[config.mk]
export PLATFORM = sky130hd
export DESIGN_NAME = gb_hdma_controller
export DESIGN_NICKNAME = d
export VERILOG_FILES = /design/src/rtl/gb_hdma_controller.sv
export SDC_FILE = /design/constraint.sdc
export NUM_CORES = 1
export LEC_CHECK = 0
export CAP_MARGIN = 20
export CORE_MARGIN = 2
export CORE_UTILIZATION = 50
export DETAILED_ROUTE_END_ITERATION = 8
export GPL_ROUTABILITY_DRIVEN = 1
export PLACE_DENSITY_LB_ADDON = 0.2
export SLEW_MARGIN = 10
export SYNTH_ARGS = -nofsm -noshare
export SYNTH_HDL_FRONTEND = slang
export SYNTH_SLANG_ARGS = --single-unit
[constraint.sdc]
create_clock -name clock -period 2.8 [get_ports clock]
set_input_delay 0.28 -clock clock [delete_from_list [all_inputs] [get_ports clock]]
set_output_delay 0.28 -clock clock [all_outputs]
set_load 0.005 [all_outputs]
[src/rtl/gb_hdma_controller.sv]
// gb_hdma_controller
//   CGB VRAM DMA sequencer for registers FF51-FF55. Supports general-purpose
//   transfers, which run back to back with the CPU halted, and HBlank
//   transfers, which move one block per rising edge of hblank. Source bytes
//   are fetched through a req/ack port, and each byte is written into VRAM
//   with a one-cycle strobe.
//
// Ports
//   clock, rst          system clock; asynchronous active-high reset
//   addr_bus, data_in   CPU address and write data
//   we                  CPU write strobe, one cycle per write
//   data_out            CPU read data (FF55 status; 8'hFF everywhere else)
//   cgb                 CGB mode enable for the register file
//   hblank              PPU mode-0 level
//   src_addr, src_req   source fetch request toward the memory controller
//   src_ack, src_data   one-cycle acknowledge, with the byte in the same cycle
//   vram_addr/data/we   VRAM write port
//   cpu_halt            CPU stall while a block is moving
//   busy                transfer armed or running
module gb_hdma_controller #(
  parameter int BLOCK_BYTES = 16,
  parameter int VRAM_AW     = 13
) (
  input  logic               clock,
  input  logic               rst,
  input  logic [15:0]        addr_bus,
  input  logic [7:0]         data_in,
  input  logic               we,
  output logic [7:0]         data_out,
  input  logic               cgb,
  input  logic               hblank,
  output logic [15:0]        src_addr,
  output logic               src_req,
  input  logic               src_ack,
  input  logic [7:0]         src_data,
  output logic [VRAM_AW-1:0] vram_addr,
  output logic [7:0]         vram_data,
  output logic               vram_we,
  output logic               cpu_halt,
  output logic               busy
);

  localparam int CNT_W = (BLOCK_BYTES > 1) ? $clog2(BLOCK_BYTES) : 1;
  localparam logic [CNT_W-1:0] LAST_BYTE = CNT_W'(BLOCK_BYTES - 1);
  localparam logic [VRAM_AW-1:0] DST_RST = {{(VRAM_AW-4){1'b1}}, 4'h0};

  typedef enum logic [2:0] {
    IDLE, WAIT_HB, RD, WAIT_ACK, WR, BLK_END
  } state_e;

  state_e             state_q;
  logic [15:0]        src_q;
  logic [VRAM_AW-1:0] dst_q;
  logic [6:0]         remaining_q;
  logic               mode_q;
  logic               cancel_q;     // cancel requested, honoured at the block boundary
  logic               cancelled_q;  // last transfer ended by cancel (drives FF55 bit 7)
  logic [CNT_W-1:0]   byte_cnt_q;
  logic               hblank_q;
  logic [15:0]        src_addr_q;
  logic               src_req_q;
  logic [VRAM_AW-1:0] vram_addr_q;
  logic [7:0]         vram_data_q;
  logic               vram_we_q;
  logic               cpu_halt_q;
  logic               busy_q;

  logic wr_en, wr_ff51, wr_ff52, wr_ff53, wr_ff54, wr_ff55;
  logic reg_wr_ok, hblank_rise_d, hb_active_d;

  assign wr_en   = we & cgb;
  assign wr_ff51 = wr_en && (addr_bus == 16'hFF51);
  assign wr_ff52 = wr_en && (addr_bus == 16'hFF52);
  assign wr_ff53 = wr_en && (addr_bus == 16'hFF53);
  assign wr_ff54 = wr_en && (addr_bus == 16'hFF54);
  assign wr_ff55 = wr_en && (addr_bus == 16'hFF55);

  // Address registers may only be changed while no block is moving.
  assign reg_wr_ok     = (state_q == IDLE) || (state_q == WAIT_HB);
  assign hblank_rise_d = hblank & ~hblank_q;
  assign hb_active_d   = mode_q && (state_q != IDLE);

  always_ff @(posedge clock or posedge rst) begin
    if (rst) begin
      state_q     <= IDLE;
      src_q       <= 16'hFFF0;
      dst_q       <= DST_RST;
      remaining_q <= 7'h7F;
      mode_q      <= 1'b0;
      cancel_q    <= 1'b0;
      cancelled_q <= 1'b0;
      byte_cnt_q  <= '0;
      hblank_q    <= 1'b0;
      src_addr_q  <= 16'h0000;
      src_req_q   <= 1'b0;
      vram_addr_q <= '0;
      vram_data_q <= 8'h00;
      vram_we_q   <= 1'b0;
      cpu_halt_q  <= 1'b0;
      busy_q      <= 1'b0;
    end else begin
      hblank_q <= hblank;

      if (reg_wr_ok) begin
        if (wr_ff51) src_q[15:8] <= data_in;
        if (wr_ff52) src_q[7:0]  <= {data_in[7:4], 4'h0};
        if (wr_ff53) dst_q[VRAM_AW-1:8] <= data_in[VRAM_AW-9:0];
        if (wr_ff54) dst_q[7:0]  <= {data_in[7:4], 4'h0};
      end

      // Bit 7 clear stops an HBlank transfer; bit 7 set while active is ignored.
      if (wr_ff55 && hb_active_d && !data_in[7]) cancel_q <= 1'b1;

      case (state_q)
        IDLE: begin
          if (wr_ff55) begin
            remaining_q <= data_in[6:0];
            mode_q      <= data_in[7];
            cancel_q    <= 1'b0;
            cancelled_q <= 1'b0;
            byte_cnt_q  <= '0;
            busy_q      <= 1'b1;
            if (data_in[7]) begin
              state_q <= WAIT_HB;
            end else begin
              state_q    <= RD;
              cpu_halt_q <= 1'b1;
            end
          end
        end
        WAIT_HB: begin
          // No block is in flight here, so a pending cancel ends at once.
          if (cancel_q) begin
            state_q     <= IDLE;
            cancel_q    <= 1'b0;
            cancelled_q <= 1'b1;
            busy_q      <= 1'b0;
          end else if (hblank_rise_d) begin
            state_q    <= RD;
            cpu_halt_q <= 1'b1;
          end
        end
        RD: begin
          src_addr_q <= src_q;
          src_req_q  <= 1'b1;
          state_q    <= WAIT_ACK;
        end
        WAIT_ACK: begin
          if (src_ack) begin
            src_req_q   <= 1'b0;
            vram_data_q <= src_data;
            vram_addr_q <= dst_q;
            vram_we_q   <= 1'b1;
            state_q     <= WR;
          end
        end
        WR: begin
          vram_we_q <= 1'b0;
          src_q     <= src_q + 16'd1;
          dst_q     <= dst_q + 1'b1;
          if (byte_cnt_q == LAST_BYTE) begin
            byte_cnt_q <= '0;
            state_q    <= BLK_END;
          end else begin
            byte_cnt_q <= byte_cnt_q + 1'b1;
            state_q    <= RD;
          end
        end
        BLK_END: begin
          if (cancel_q) begin
            state_q     <= IDLE;
            cancel_q    <= 1'b0;
            cancelled_q <= 1'b1;
            busy_q      <= 1'b0;
            cpu_halt_q  <= 1'b0;
          end else if (remaining_q == 7'd0) begin
            state_q     <= IDLE;
            remaining_q <= 7'h7F;
            busy_q      <= 1'b0;
            cpu_halt_q  <= 1'b0;
          end else begin
            remaining_q <= remaining_q - 7'd1;
            if (mode_q) begin
              state_q    <= WAIT_HB;
              cpu_halt_q <= 1'b0;
            end else begin
              state_q <= RD;
            end
          end
        end
        default: state_q <= IDLE;
      endcase
    end
  end

  // FF55 status: active -> {0,remaining}; after cancel -> {1,remaining}; else FF.
  always_comb begin
    data_out = 8'hFF;
    if (cgb && (addr_bus == 16'hFF55)) begin
      if (state_q != IDLE)  data_out = {1'b0, remaining_q};
      else if (cancelled_q) data_out = {1'b1, remaining_q};
    end
  end

  assign src_addr  = src_addr_q;
  assign src_req   = src_req_q;
  assign vram_addr = vram_addr_q;
  assign vram_data = vram_data_q;
  assign vram_we   = vram_we_q;
  assign cpu_halt  = cpu_halt_q;
  assign busy      = busy_q;

endmodule

==> results.json <==
{
  "cts-resized-gates": 0,
  "num_vias": 4010,
  "worstSetupPathType": "reg -> out",
  "cap_violations": 0,
  "globalplace.congestion": 0.896,
  "clockRootBuffer": "clkbuf_8",
  "cts_tree": "done",
  "portBuffers": 86,
  "areaGrowthSynthToFinish_pct": 28.7,
  "clk_pin_slew_ps": 90,
  "ys_seq_area_frac": 0.497,
  "pre_cts_ws_ps": 358,
  "worstPathRequired_ps": 2520,
  "cpPeakStageDelay_ps": 530,
  "cts_setup_buffers": 0,
  "synth-seq-cells": 88,
  "cp_num_buf_inv": 3,
  "worst_path_max_delay_cell": "clkdlybuf4s50_1",
  "dieArea_sq_mm": 0.00977,
  "muxShareOfSynthArea": 0.106,
  "synth_compound_area_frac": 0.133,
  "ys_types": 55,
  "fmax_mhz": 378,
  "end_kind": "output pin",
  "worst_ep_arrival_time_ps": 2360,
  "vias_per_cell": 6.07,
  "cp-start-kind": "register",
  "nets": 590,
  "finalHoldViolations": 0,
  "hold_path.class": "in -> async",
  "critPathMostFrequentCell": "buf_4",
  "syn_nets": 489,
  "path_max_fanout": 15,
  "synthAdderAreaFrac": 0.0111,
  "syn_inst": 447,
  "route.antenna.remaining_nets": 0,
  "synth_top_flop_cell": "dfrtp_1",
  "slew_headroom": 0.510,
  "rsz0062_at_grt": "no",
  "slew_violations": 0,
  "initial_core_util": 0.516,
  "layout_common_cells": "clkdlybuf4s50_1 (86), dfrtp_1 (60), nand2_1 (40), mux2_2 (37), nor2_1 (36)",
  "post_drt_wl_per_cell_microns": 18.0,
  "dp.cells": 645,
  "htree_levels": 3,
  "synthArstFlopShare": 1.00,
  "yosys.area.top_type_share": 0.334,
  "synth_top_family_by_area": "simple AND/OR/NAND/NOR gates",
  "status": "finished clean",
  "placedInstanceArea_sq_mm": 0.00560,
  "final_common_cell": "clkdlybuf4s50_1",
  "p_leak_uw": 0.00240,
  "coreArea_sq_mm": 0.00872,
  "firstDrtPassIters": 5,
  "die_h_microns": 98.8,
  "timing.hold.ws_ps": 268,
  "overflow": 0,
  "synthSimpleGateAreaFrac": 0.223,
  "path_cells": "buf_4 -> or3_1 -> nor2_1 -> nor3_1 -> buf_4 -> nand2_1 -> clkdlybuf4s50_1",
  "syn_area_per_cell_sq_um": 10.1,
  "rows": 34,
  "yosysWarnings": 0,
  "antenna_found_initial": 0,
  "post-synth-top-area-cell": "dfrtp_1",
  "ir_drop_mv": 0.362,
  "grt_pass1_vias": 3874,
  "tightest_slew_ps": 732,
  "drt_iter0_markers": 287,
  "clk_latency_ps": 360,
  "layout_worst_path_cycle_share": 0.945,
  "setup_tns_ps": 0,
  "hpwl_mm": 8.41,
  "finalCriticalPeriod_ps": 2640,
  "ys_top_cells_by_area": "dfrtp_1 (33%), dfstp_2 (16%), mux2_2 (9.3%)",
  "synth-xor-area-share": 0.00974,
  "postCtsHoldBufs": 0,
  "grt_pass1_wl_mm": 19.7,
  "fin_cells": 661,
  "die_x_microns": 98.8,
  "cts_buffer_depth": 2,
  "globalRouteTotalUtil": 0.254,
  "diodes": 0,
  "drc_errors": 0,
  "powerDensity_mw_per_mm2": 571,
  "clkSinkCount": 88,
  "synth_area_sq_mm": 0.00450,
  "critPathLaunch": "state_q[1]",
  "synth_enable_flop_cells": 0,
  "layout-drive-gt1-share": 0.193,
  "finalClockSkew_ps": 11.1,
  "io_pins": 87,
  "grt_max_degree": 48,
  "cts_made_buffers": 9,
  "routed_wl_mm": 11.9,
  "setup_viol": 0,
  "critPathTopFamily": "buffers and inverters",
  "worst_slack_ps": 155,
  "rr_startpoint": "state_q[1]",
  "fin_area_sq_mm": 0.00579
}
## per-stage QoR
step	power (uW)	util
finish	3300	0.663
global route	3500	0.663
CTS	3320	0.663
detailed placement	2490	0.642
global placement	2450	0.642
floorplan	2070	-
## kinds of logic (layout without fill, tap and decap cells)
group                      after synthesis  in the layout
adders and majority gates                4              4
DFF                                     88             88
and+or+nand+nor                        189            189
AOI/OAI and AO/OA                       94             94
muxes                                   43             43
xor gates and xnor gates                 5              5
buffers and inverters                   24            130
## state kept, by name, indices dropped and copies added, names as in the netlist
register and flops:
vram_addr 13, mode_q 1, src_addr 16, cancelled_q 1
src_q 16, src_req 1, remaining_q 7, state_q 3
hblank_q 1, cancel_q 1, dst_q 13, vram_we 1
byte_cnt_q 4, cpu_halt 1, vram_data 8, busy 1
## synth_stat cells (9+ instances only)
master	count
dfrtp_1	60
o21ai_0	24
mux2_2	37
nor3_1	19
nand2_1	40
nand3_1	24
dfstp_2	28
nand2b_1	14
nand4_1	11
inv_1	9
a21oi_1	26
nor2_1	36
clkbuf_1	15
## worst reg2reg max path: cells and delay by family (launching register included)
kind	cells	cell delay [ps]
AO/OA/AOI/OAI	1	250
flip-flops	1	400
AND/OR/NAND/NOR	4	1610
## layer usage
metal | wire, microns | vias up | global-route usage | part of all wire
met5 | 0 | - | 0 | 0
met4 | 291 | 0 | 0.0885 | 0.025
met3 | 851 | 26 | 0.0504 | 0.072
met2 | 5560 | 177 | 0.396 | 0.47
met1 | 5170 | 1953 | 0.356 | 0.44
li1 | - | 1854 | - | -
## worst paths after layout
path                                  end  slack (ps)  cells past startpoint
hold reg to reg             byte_cnt_q[3]         490                      1
setup reg to reg                src_q[15]         460                      5
setup / recovery              data_out[0]         160                      7
hold / removal               vram_data[3]         270                      3
min in group clock               hblank_q         380                      1
max in group asynchronous  remaining_q[1]        2020                      3
## where the power goes
part           switching [uW]  internal [uW]  total (uW)  leakage [uW]
Clock                     481            354         835     0.0000861
Combinational             315            439         754       0.00127
Sequential                201           1510        1710       0.00104
## layout make-up
cell class                      instances  area, sq um
Fill cell                             724         2940
Sequential cell                        88         2240
Multi-Input combinational cell        335         2180
Timing Repair Buffer                  105         1020
Clock buffer                           11          141
Tap cell                              108          135
Clock inverter                          5         41.3
Inverter                                9         35.0
(Power assumes the default switching activity.)
